File: src/rtl/hl_pkg.sv
// Shared types and constants for the sequential hidden-layer engine:
// FSM state encoding, default data width and saturation limit helpers.
package hl_pkg;

    localparam int HL_DW = 16;

    typedef enum logic [2:0] {
        S_IDLE,
        S_MAC,
        S_BIAS,
        S_OUT,
        S_DONE
    } hl_state_t;

    // Signed saturation bounds for a dw-bit two's complement result (dw <= 63).
    function automatic longint hl_sat_max(input int dw);
        return (longint'(1) <<< (dw - 1)) - 1;
    endfunction

    function automatic longint hl_sat_min(input int dw);
        return -(longint'(1) <<< (dw - 1));
    endfunction

    // Address width that stays legal when a dimension collapses to a single entry.
    function automatic int hl_width(input int depth);
        return (depth > 1) ? $clog2(depth) : 1;
    endfunction

endpackage

File: src/rtl/hidden_layer_seq_if.sv
// Memory-read and result-stream bundle for hidden_layer_seq.
// master = the layer engine, slave = memories plus result consumer.
interface hidden_layer_seq_if
    import hl_pkg::*;
#(
    parameter int N_IN  = 4,
    parameter int N_OUT = 4,
    parameter int DW    = HL_DW
);
    localparam int IW = hl_width(N_IN);
    localparam int WW = hl_width(N_IN * N_OUT);
    localparam int NW = hl_width(N_OUT);

    logic          start;
    logic          busy;
    logic          done;
    logic [IW-1:0] in_addr;
    logic [WW-1:0] w_addr;
    logic [NW-1:0] b_addr;
    logic [DW-1:0] data_in;
    logic [DW-1:0] weight;
    logic [DW-1:0] bias;
    logic [DW-1:0] out_data;
    logic [NW-1:0] out_idx;
    logic          out_valid;
    logic          out_ready;

    modport master (
        input  start, data_in, weight, bias, out_ready,
        output busy, done, in_addr, w_addr, b_addr, out_data, out_idx, out_valid
    );

    modport slave (
        output start, data_in, weight, bias, out_ready,
        input  busy, done, in_addr, w_addr, b_addr, out_data, out_idx, out_valid
    );

endinterface

File: src/rtl/hl_mac.sv
// Lossless multiply-accumulate for one neuron plus bias-add and signed saturation.
// HL_RELU_EN defined: negative saturated results are clamped to zero.
module hl_mac
    import hl_pkg::*;
#(
    parameter int N_IN = 4,
    parameter int DW   = HL_DW
) (
    input  logic                 clk,
    input  logic                 rst_n,
    input  logic                 clr,
    input  logic                 acc_en,
    input  logic                 bias_en,
    input  logic signed [DW-1:0] data_in,
    input  logic signed [DW-1:0] weight,
    input  logic signed [DW-1:0] bias,
    output logic signed [DW-1:0] result
);
    localparam int AW = 2 * DW + $clog2(N_IN) + 1;
    localparam logic signed [AW-1:0] SAT_MAX = AW'(hl_sat_max(DW));
    localparam logic signed [AW-1:0] SAT_MIN = AW'(hl_sat_min(DW));

    logic signed [2*DW-1:0] prod;
    logic signed [AW-1:0]   prod_ext;
    logic signed [AW-1:0]   acc;
    logic signed [AW-1:0]   bias_sum;
    logic signed [DW-1:0]   sat;
    logic signed [DW-1:0]   result_nxt;

    assign prod     = (2 * DW)'(data_in) * (2 * DW)'(weight);
    assign prod_ext = AW'(prod);
    assign bias_sum = acc + prod_ext + AW'(bias);

    always_comb begin
        // NOTE: default first so every path assigns sat and no latch is inferred.
        sat = bias_sum[DW-1:0];
        if (bias_sum > SAT_MAX) begin
            sat = SAT_MAX[DW-1:0];
        end else if (bias_sum < SAT_MIN) begin
            sat = SAT_MIN[DW-1:0];
        end
    end

`ifdef HL_RELU_EN
    assign result_nxt = sat[DW-1] ? '0 : sat;
`else
    assign result_nxt = sat;
`endif

    // The bias cycle folds in the final product, so result is ready as OUT begins.
    always_ff @(posedge clk) begin
        if (!rst_n) begin
            acc    <= '0;
            result <= '0;
        end else if (clr) begin
            acc <= '0;
        end else if (acc_en) begin
            acc <= acc + prod_ext;
        end else if (bias_en) begin
            acc    <= bias_sum;
            result <= result_nxt;
        end
    end

endmodule

File: src/rtl/hidden_layer_seq.sv
// Sequential fully-connected layer: one neuron at a time, one input per clock.
// Optional ReLU on the outputs via macro HL_RELU_EN (see hl_mac).
module hidden_layer_seq
    import hl_pkg::*;
#(
    parameter int N_IN  = 4,
    parameter int N_OUT = 4,
    parameter int DW    = HL_DW
) (
    input  logic               clk,
    input  logic               rst_n,
    hidden_layer_seq_if.master bus
);
    localparam int IW = hl_width(N_IN);
    localparam int WW = hl_width(N_IN * N_OUT);
    localparam int NW = hl_width(N_OUT);
    localparam logic [IW-1:0] I_LAST = IW'(N_IN - 1);
    localparam logic [NW-1:0] N_LAST = NW'(N_OUT - 1);

    hl_state_t            state;
    logic [IW-1:0]        i;
    logic [NW-1:0]        n;
    logic [WW-1:0]        w_addr;
    logic                 busy;
    logic                 done;
    logic                 out_valid;
    logic signed [DW-1:0] result;

    assign bus.in_addr   = i;
    assign bus.w_addr    = w_addr;
    assign bus.b_addr    = n;
    assign bus.out_idx   = n;
    assign bus.busy      = busy;
    assign bus.done      = done;
    assign bus.out_valid = out_valid;
    assign bus.out_data  = result;

    always_ff @(posedge clk) begin
        // NOTE: state uses non-blocking assignments so every branch sees pre-edge values.
        if (!rst_n) begin
            state     <= S_IDLE;
            i         <= '0;
            n         <= '0;
            w_addr    <= '0;
            busy      <= 1'b0;
            done      <= 1'b0;
            out_valid <= 1'b0;
        end else begin
            done <= 1'b0;
            unique case (state)
                S_IDLE: if (bus.start) begin
                    state  <= S_MAC;
                    busy   <= 1'b1;
                    i      <= '0;
                    n      <= '0;
                    w_addr <= '0;
                end
                S_MAC: if (i == I_LAST) begin
                    state <= S_BIAS;
                end else begin
                    i      <= i + IW'(1);
                    w_addr <= w_addr + WW'(1);
                end
                S_BIAS: begin
                    state     <= S_OUT;
                    out_valid <= 1'b1;
                end
                // Addresses are untouched here, so a stalled result keeps them stable.
                S_OUT: if (bus.out_ready) begin
                    out_valid <= 1'b0;
                    if (n == N_LAST) begin
                        state <= S_DONE;
                    end else begin
                        state  <= S_MAC;
                        n      <= n + NW'(1);
                        i      <= '0;
                        w_addr <= w_addr + WW'(1);
                    end
                end
                S_DONE: begin
                    state <= S_IDLE;
                    busy  <= 1'b0;
                    done  <= 1'b1;
                end
                default: state <= S_IDLE;
            endcase
        end
    end

    // Read data lags its address by one clock, so the MAC cycle issuing i=0 has nothing to add yet.
    hl_mac #(
        .N_IN (N_IN),
        .DW   (DW)
    ) u_mac (
        .clk     (clk),
        .rst_n   (rst_n),
        .clr     ((state == S_IDLE) || (state == S_OUT)),
        .acc_en  ((state == S_MAC) && (i != '0)),
        .bias_en (state == S_BIAS),
        .data_in (bus.data_in),
        .weight  (bus.weight),
        .bias    (bus.bias),
        .result  (result)
    );

endmodule

File: src/flat_wrapper.sv
// flat-port wrapper written by rule: the top's interface ports become plain ports
module hidden_layer_seq_flat import hl_pkg::*;
#(
    parameter int N_IN  = 4,
    parameter int N_OUT = 4,
    parameter int DW    = HL_DW
)
  (clk, rst_n, bus_start, bus_data_in, bus_weight, bus_bias, bus_out_ready, bus_busy, bus_done, bus_in_addr, bus_w_addr, bus_b_addr, bus_out_data, bus_out_idx, bus_out_valid);
  hidden_layer_seq_if #(.N_IN(N_IN), .N_OUT(N_OUT), .DW(DW)) bus_i ();
  input  logic clk;
  input  logic rst_n;
  input wire logic [$bits(bus_i.start)-1:0] bus_start;
  input wire logic [$bits(bus_i.data_in)-1:0] bus_data_in;
  input wire logic [$bits(bus_i.weight)-1:0] bus_weight;
  input wire logic [$bits(bus_i.bias)-1:0] bus_bias;
  input wire logic [$bits(bus_i.out_ready)-1:0] bus_out_ready;
  output wire logic [$bits(bus_i.busy)-1:0] bus_busy;
  output wire logic [$bits(bus_i.done)-1:0] bus_done;
  output wire logic [$bits(bus_i.in_addr)-1:0] bus_in_addr;
  output wire logic [$bits(bus_i.w_addr)-1:0] bus_w_addr;
  output wire logic [$bits(bus_i.b_addr)-1:0] bus_b_addr;
  output wire logic [$bits(bus_i.out_data)-1:0] bus_out_data;
  output wire logic [$bits(bus_i.out_idx)-1:0] bus_out_idx;
  output wire logic [$bits(bus_i.out_valid)-1:0] bus_out_valid;
  assign bus_i.start = bus_start;
  assign bus_i.data_in = bus_data_in;
  assign bus_i.weight = bus_weight;
  assign bus_i.bias = bus_bias;
  assign bus_i.out_ready = bus_out_ready;
  assign bus_busy = bus_i.busy;
  assign bus_done = bus_i.done;
  assign bus_in_addr = bus_i.in_addr;
  assign bus_w_addr = bus_i.w_addr;
  assign bus_b_addr = bus_i.b_addr;
  assign bus_out_data = bus_i.out_data;
  assign bus_out_idx = bus_i.out_idx;
  assign bus_out_valid = bus_i.out_valid;
  hidden_layer_seq #(.N_IN(N_IN), .N_OUT(N_OUT), .DW(DW)) u_core (.clk(clk), .rst_n(rst_n), .bus(bus_i));
endmodule
File: config.mk
export PLATFORM = sky130hd
export DESIGN_NAME = hidden_layer_seq_flat
export DESIGN_NICKNAME = d
export VERILOG_FILES = /design/src/rtl/hl_pkg.sv /design/src/rtl/hidden_layer_seq_if.sv /design/src/rtl/hl_mac.sv /design/src/rtl/hidden_layer_seq.sv /design/src/flat_wrapper.sv
export SDC_FILE = /design/constraint.sdc
export NUM_CORES = 1
export LEC_CHECK = 0
export ABC_AREA = 0
export CAP_MARGIN = 10
export CORE_MARGIN = 2
export CORE_UTILIZATION = 42
export CTS_CLUSTER_DIAMETER = 120
export DETAILED_ROUTE_END_ITERATION = 10
export MAX_ROUTING_LAYER = met4
export PLACE_DENSITY = 0.63
export SLEW_MARGIN = 30
export SYNTH_ARGS = -nofsm -noshare
export SYNTH_HDL_FRONTEND = slang
export SYNTH_SLANG_ARGS = --single-unit
File: constraint.sdc
create_clock -name clk -period 11.8 [get_ports clk]
set_input_delay 3.54 -clock clk [delete_from_list [all_inputs] [get_ports clk]]
set_output_delay 3.54 -clock clk [all_outputs]
set_load 0.02 [all_outputs]
==> metrics.csv <==
metric;value;unit
Mapped Cells;1897;
Cell Count Post-Placement;2696;
synth unique cells;88;
crit-path max cell delay;0.55;ns
antenna viol nets, final;0;
startpoint types;input pin;
Hold Path Class;register to register;
layout cells sized above 1;24.8;%
CTS max path bufs;2;
DRC viols;0;
RR Startpoint;u_core.u_mac.acc[15]$_SDFFE_PP0P_;
top_reg_cell synth;dfxtp_1;
Seq cells post-synth;65;
Slew Limit Headroom;43.2;%
pin count of the biggest net entering global routing;51;
Mapped Nets;2405;
status;finished clean;
mapped cell area;16600;sq um
ys async rst share;0;%
first-pass GRT wire length;74.9;mm
number of synthesized flops with an enable pin;0;
CTS H-tree lvls;3;
Layout Nets;2761;
HP Start;u_core.u_mac.acc[0]$_SDFFE_PP0P_;
GR Overflow Total;0;
drt wl/cell;16.4;um
CTS tree;done;
Crit. End Element;register;
Fillers;3556;
diode count;0;
CP most frequent cell;fa_1;
Layout Area Growth over Synthesis;29.0;%
Cells on Worst Hold Path;2;
die outline area;41200;sq um
Worst-Skew Late Latency;0.35;ns
Post-Place Cell Area;19900;sq um
vias in the first global route;14961;
Hold Slack;0.480;ns
Via Count;14054;
core area;38900;sq um
FF-to-FF path depth;35;
HPWL after detailed placement;37.8;mm
CTS buffer count;9;
clock sinks;65;
WP data required;12.04;ns
gp weighted congestion;0.927;
Yosys Warn Count;0;
1st-iter DRT viols;801;
slowest CP cell;fa_1;
DRT Pass-1 Iters;5;
RSZ-0062 raised after global routing;true;
Hold Vio Cnt, Final;0;
Avg Vias per Cell;5.06;
hold endpoint;u_core.u_mac.acc[0]$_SDFFE_PP0P_;
Root Driver;clkbuf_16;
RR Endpoint;u_core.u_mac.result[0]$_SDFFE_PN0P_;
register area share after synthesis;7.82;%
Arr. time, crit path;11.90;ns
Crit Path Max Fanout;8;
Final setup viols;0;
clk_skew;0.0125;ns
initial antenna violation count;0;
syn avg cell area;8.77;sq um
Starting Density;42.8;%
# rows;72;
design area;21500;sq um
max_cap viols;0;
num ports;81;
crit path kind;input pin to register;
dpl ws;-0.804;ns
clock slew at reported path FFs;0.06;ns
r2r setup slk;3.88;ns
fin. max-slew vios;0;
Final Cycle Share;98.9;%
Port Buffers;80;
Die Wd;203;um
worst setup margin;0.135;ns
Chip Height;203;um
non-filler instance count after layout;2776;
overall routing resource usage;23.1;%
Post-Route WL;45.6;mm
Least-Margin Pin Slew;0.849;ns
FMAX;0.0857;GHz
clock period minus worst slack;11.67;ns
Yosys cell counts, drive strengths merged (4+ instances only):
cell / n / share of area, %
a2111oi: 9 / 0.74
a211o: 5 / 0.27
a211oi: 15 / 0.68
a21o: 33 / 1.5
a21oi: 110 / 3.6
a22oi: 30 / 1.4
a31o: 4 / 0.21
a31oi: 11 / 0.41
and2: 139 / 5.2
and3: 7 / 0.26
buf: 11 / 0.59
clkbuf: 57 / 1.3
dfxtp: 65 / 7.8
fa: 311 / 37
ha: 145 / 11
inv: 387 / 8.7
nand2: 195 / 4.5
nand2b: 13 / 0.49
nand3: 20 / 0.60
nand4: 10 / 0.41
nor2: 82 / 1.8
nor2b: 12 / 0.45
nor3: 14 / 0.48
o2111ai: 4 / 0.25
o211ai: 7 / 0.35
o21a: 12 / 0.54
o21ai: 52 / 1.6
o21bai: 6 / 0.27
or3: 5 / 0.23
xnor2: 42 / 2.3
xor2: 24 / 1.3
flip-flops by register name (all words and copies together), names as in the netlist:
register and cells:
u_core.bus.out_valid 1, u_core.bus.busy 1, u_core.state 3, u_core.bus.done 1, u_core.u_mac.acc 35, u_core.bus.w_addr 4
u_core.bus.in_addr 2, u_core.bus.b_addr 2, u_core.u_mac.result 16
metrics by stage:
step / util, % / setup TNS [ns]
after floorplan: - / 0
after global placement: 51.2 / -9.69
after detailed placement: 51.2 / -12.53
after CTS: 53.7 / -0.00339
after global routing: 55.2 / -3.29
final: 55.2 / 0
final cells by class:
class	instances	area [sq um]	area share (%)
multi-input cells	1377	14200	66.0
repair buffers	413	3560	16.6
inverters	387	1450	6.77
flip-flops and latches	65	1300	6.06
well taps	518	648	3.02
clock buffers	10	239	1.11
clock inverters	6	95.1	0.443
how the worst max path moves through the flow:
| stage | start | cells past startpoint | endpoint | slack (ns) |
|---|---|---|---|---|
| 2_1_floorplan | bus_data_in[10] | 32 | u_core.u_mac.result[0]$_SDFFE_PN0P_ | 0.02 |
| 3_3_place_gp | bus_weight[7] | 35 | u_core.u_mac.result[6]$_SDFFE_PN0P_ | -0.64 |
| 3_5_place_dp | bus_weight[4] | 33 | u_core.u_mac.result[6]$_SDFFE_PN0P_ | -0.80 |
| 4_1_cts | bus_data_in[12] | 39 | u_core.u_mac.result[6]$_SDFFE_PN0P_ | -0.003 |
| 5_1_grt | bus_weight[2] | 40 | u_core.u_mac.result[0]$_SDFFE_PN0P_ | -0.23 |
| 6_report | bus_data_in[7] | 39 | u_core.u_mac.result[0]$_SDFFE_PN0P_ | 0.13 |
cell families after synthesis:
kind of cell	Yosys count	share of synthesized area [%]
adder cells (fa/ha/maj)	456	48.3
flip-flops	65	7.82
multiplexers	5	0.316
buffers and inverters	455	10.6
AND/OR/NAND/NOR	516	15.5
XOR/XNOR	67	3.66
AO/OA/AOI/OAI	333	13.8
cell usage in the layout (no fill, tap or decap), types with 7 or more instances in the layout:
cell type / Yosys / layout
a21o_1: 32 / 32
inv_2: 0 / 24
a211oi_1: 15 / 11
o21ai_0: 44 / 37
and2_1: 137 / 124
a22oi_1: 30 / 30
clkdlybuf4s50_1: 0 / 49
fa_2: 0 / 13
ha_1: 145 / 128
clkbuf_16: 0 / 14
o21a_1: 12 / 12
a21oi_2: 12 / 26
and2_4: 1 / 14
nand2b_1: 13 / 12
a31oi_1: 11 / 7
buf_6: 6 / 27
nor2b_1: 12 / 11
buf_12: 0 / 10
fa_1: 311 / 298
a21oi_1: 98 / 83
nand3_1: 20 / 20
nor2_2: 0 / 9
xnor2_1: 41 / 37
nand2_2: 10 / 19
o21ai_1: 8 / 12
ha_4: 0 / 11
nor3_1: 12 / 9
nand4_1: 9 / 9
dfxtp_1: 65 / 65
inv_1: 387 / 363
nor2_1: 82 / 71
nand2_1: 185 / 175
xor2_1: 24 / 23
clkbuf_2: 0 / 18
buf_4: 3 / 291
timing repair:
item / in CTS / in global routing
pin swaps: 79 / 104
buffers inserted: 36 / 21
cloned: 3 / 4
endpoints found under the setup margin: 15 / 15
resized for setup: 114 / 165
hold buffers: 0 / 0
critical path, delay by kind of cell:
kind | cells | cell delay (ns)
adders and majority gates | 8 | 3.67
xor gates and xnor gates | 1 | 0.18
buffers and inverters | 11 | 1.09
and+or+nand+nor | 10 | 1.86
AOI/OAI and AO/OA | 9 | 1.55
layer usage:
layer  GRT usage (%)  vias to the layer above  routed length (um)
li1                -                     6718                   -
met1            30.8                     6989               20400
met2            38.9                      289               22700
met3            2.18                       58                1720
met4            4.09                        0                 790
met5               -                        -                   0
Power is left out: the tool's default activity adds up to more than one toggle a clock period on the data nets, which glitch-free logic cannot reach.
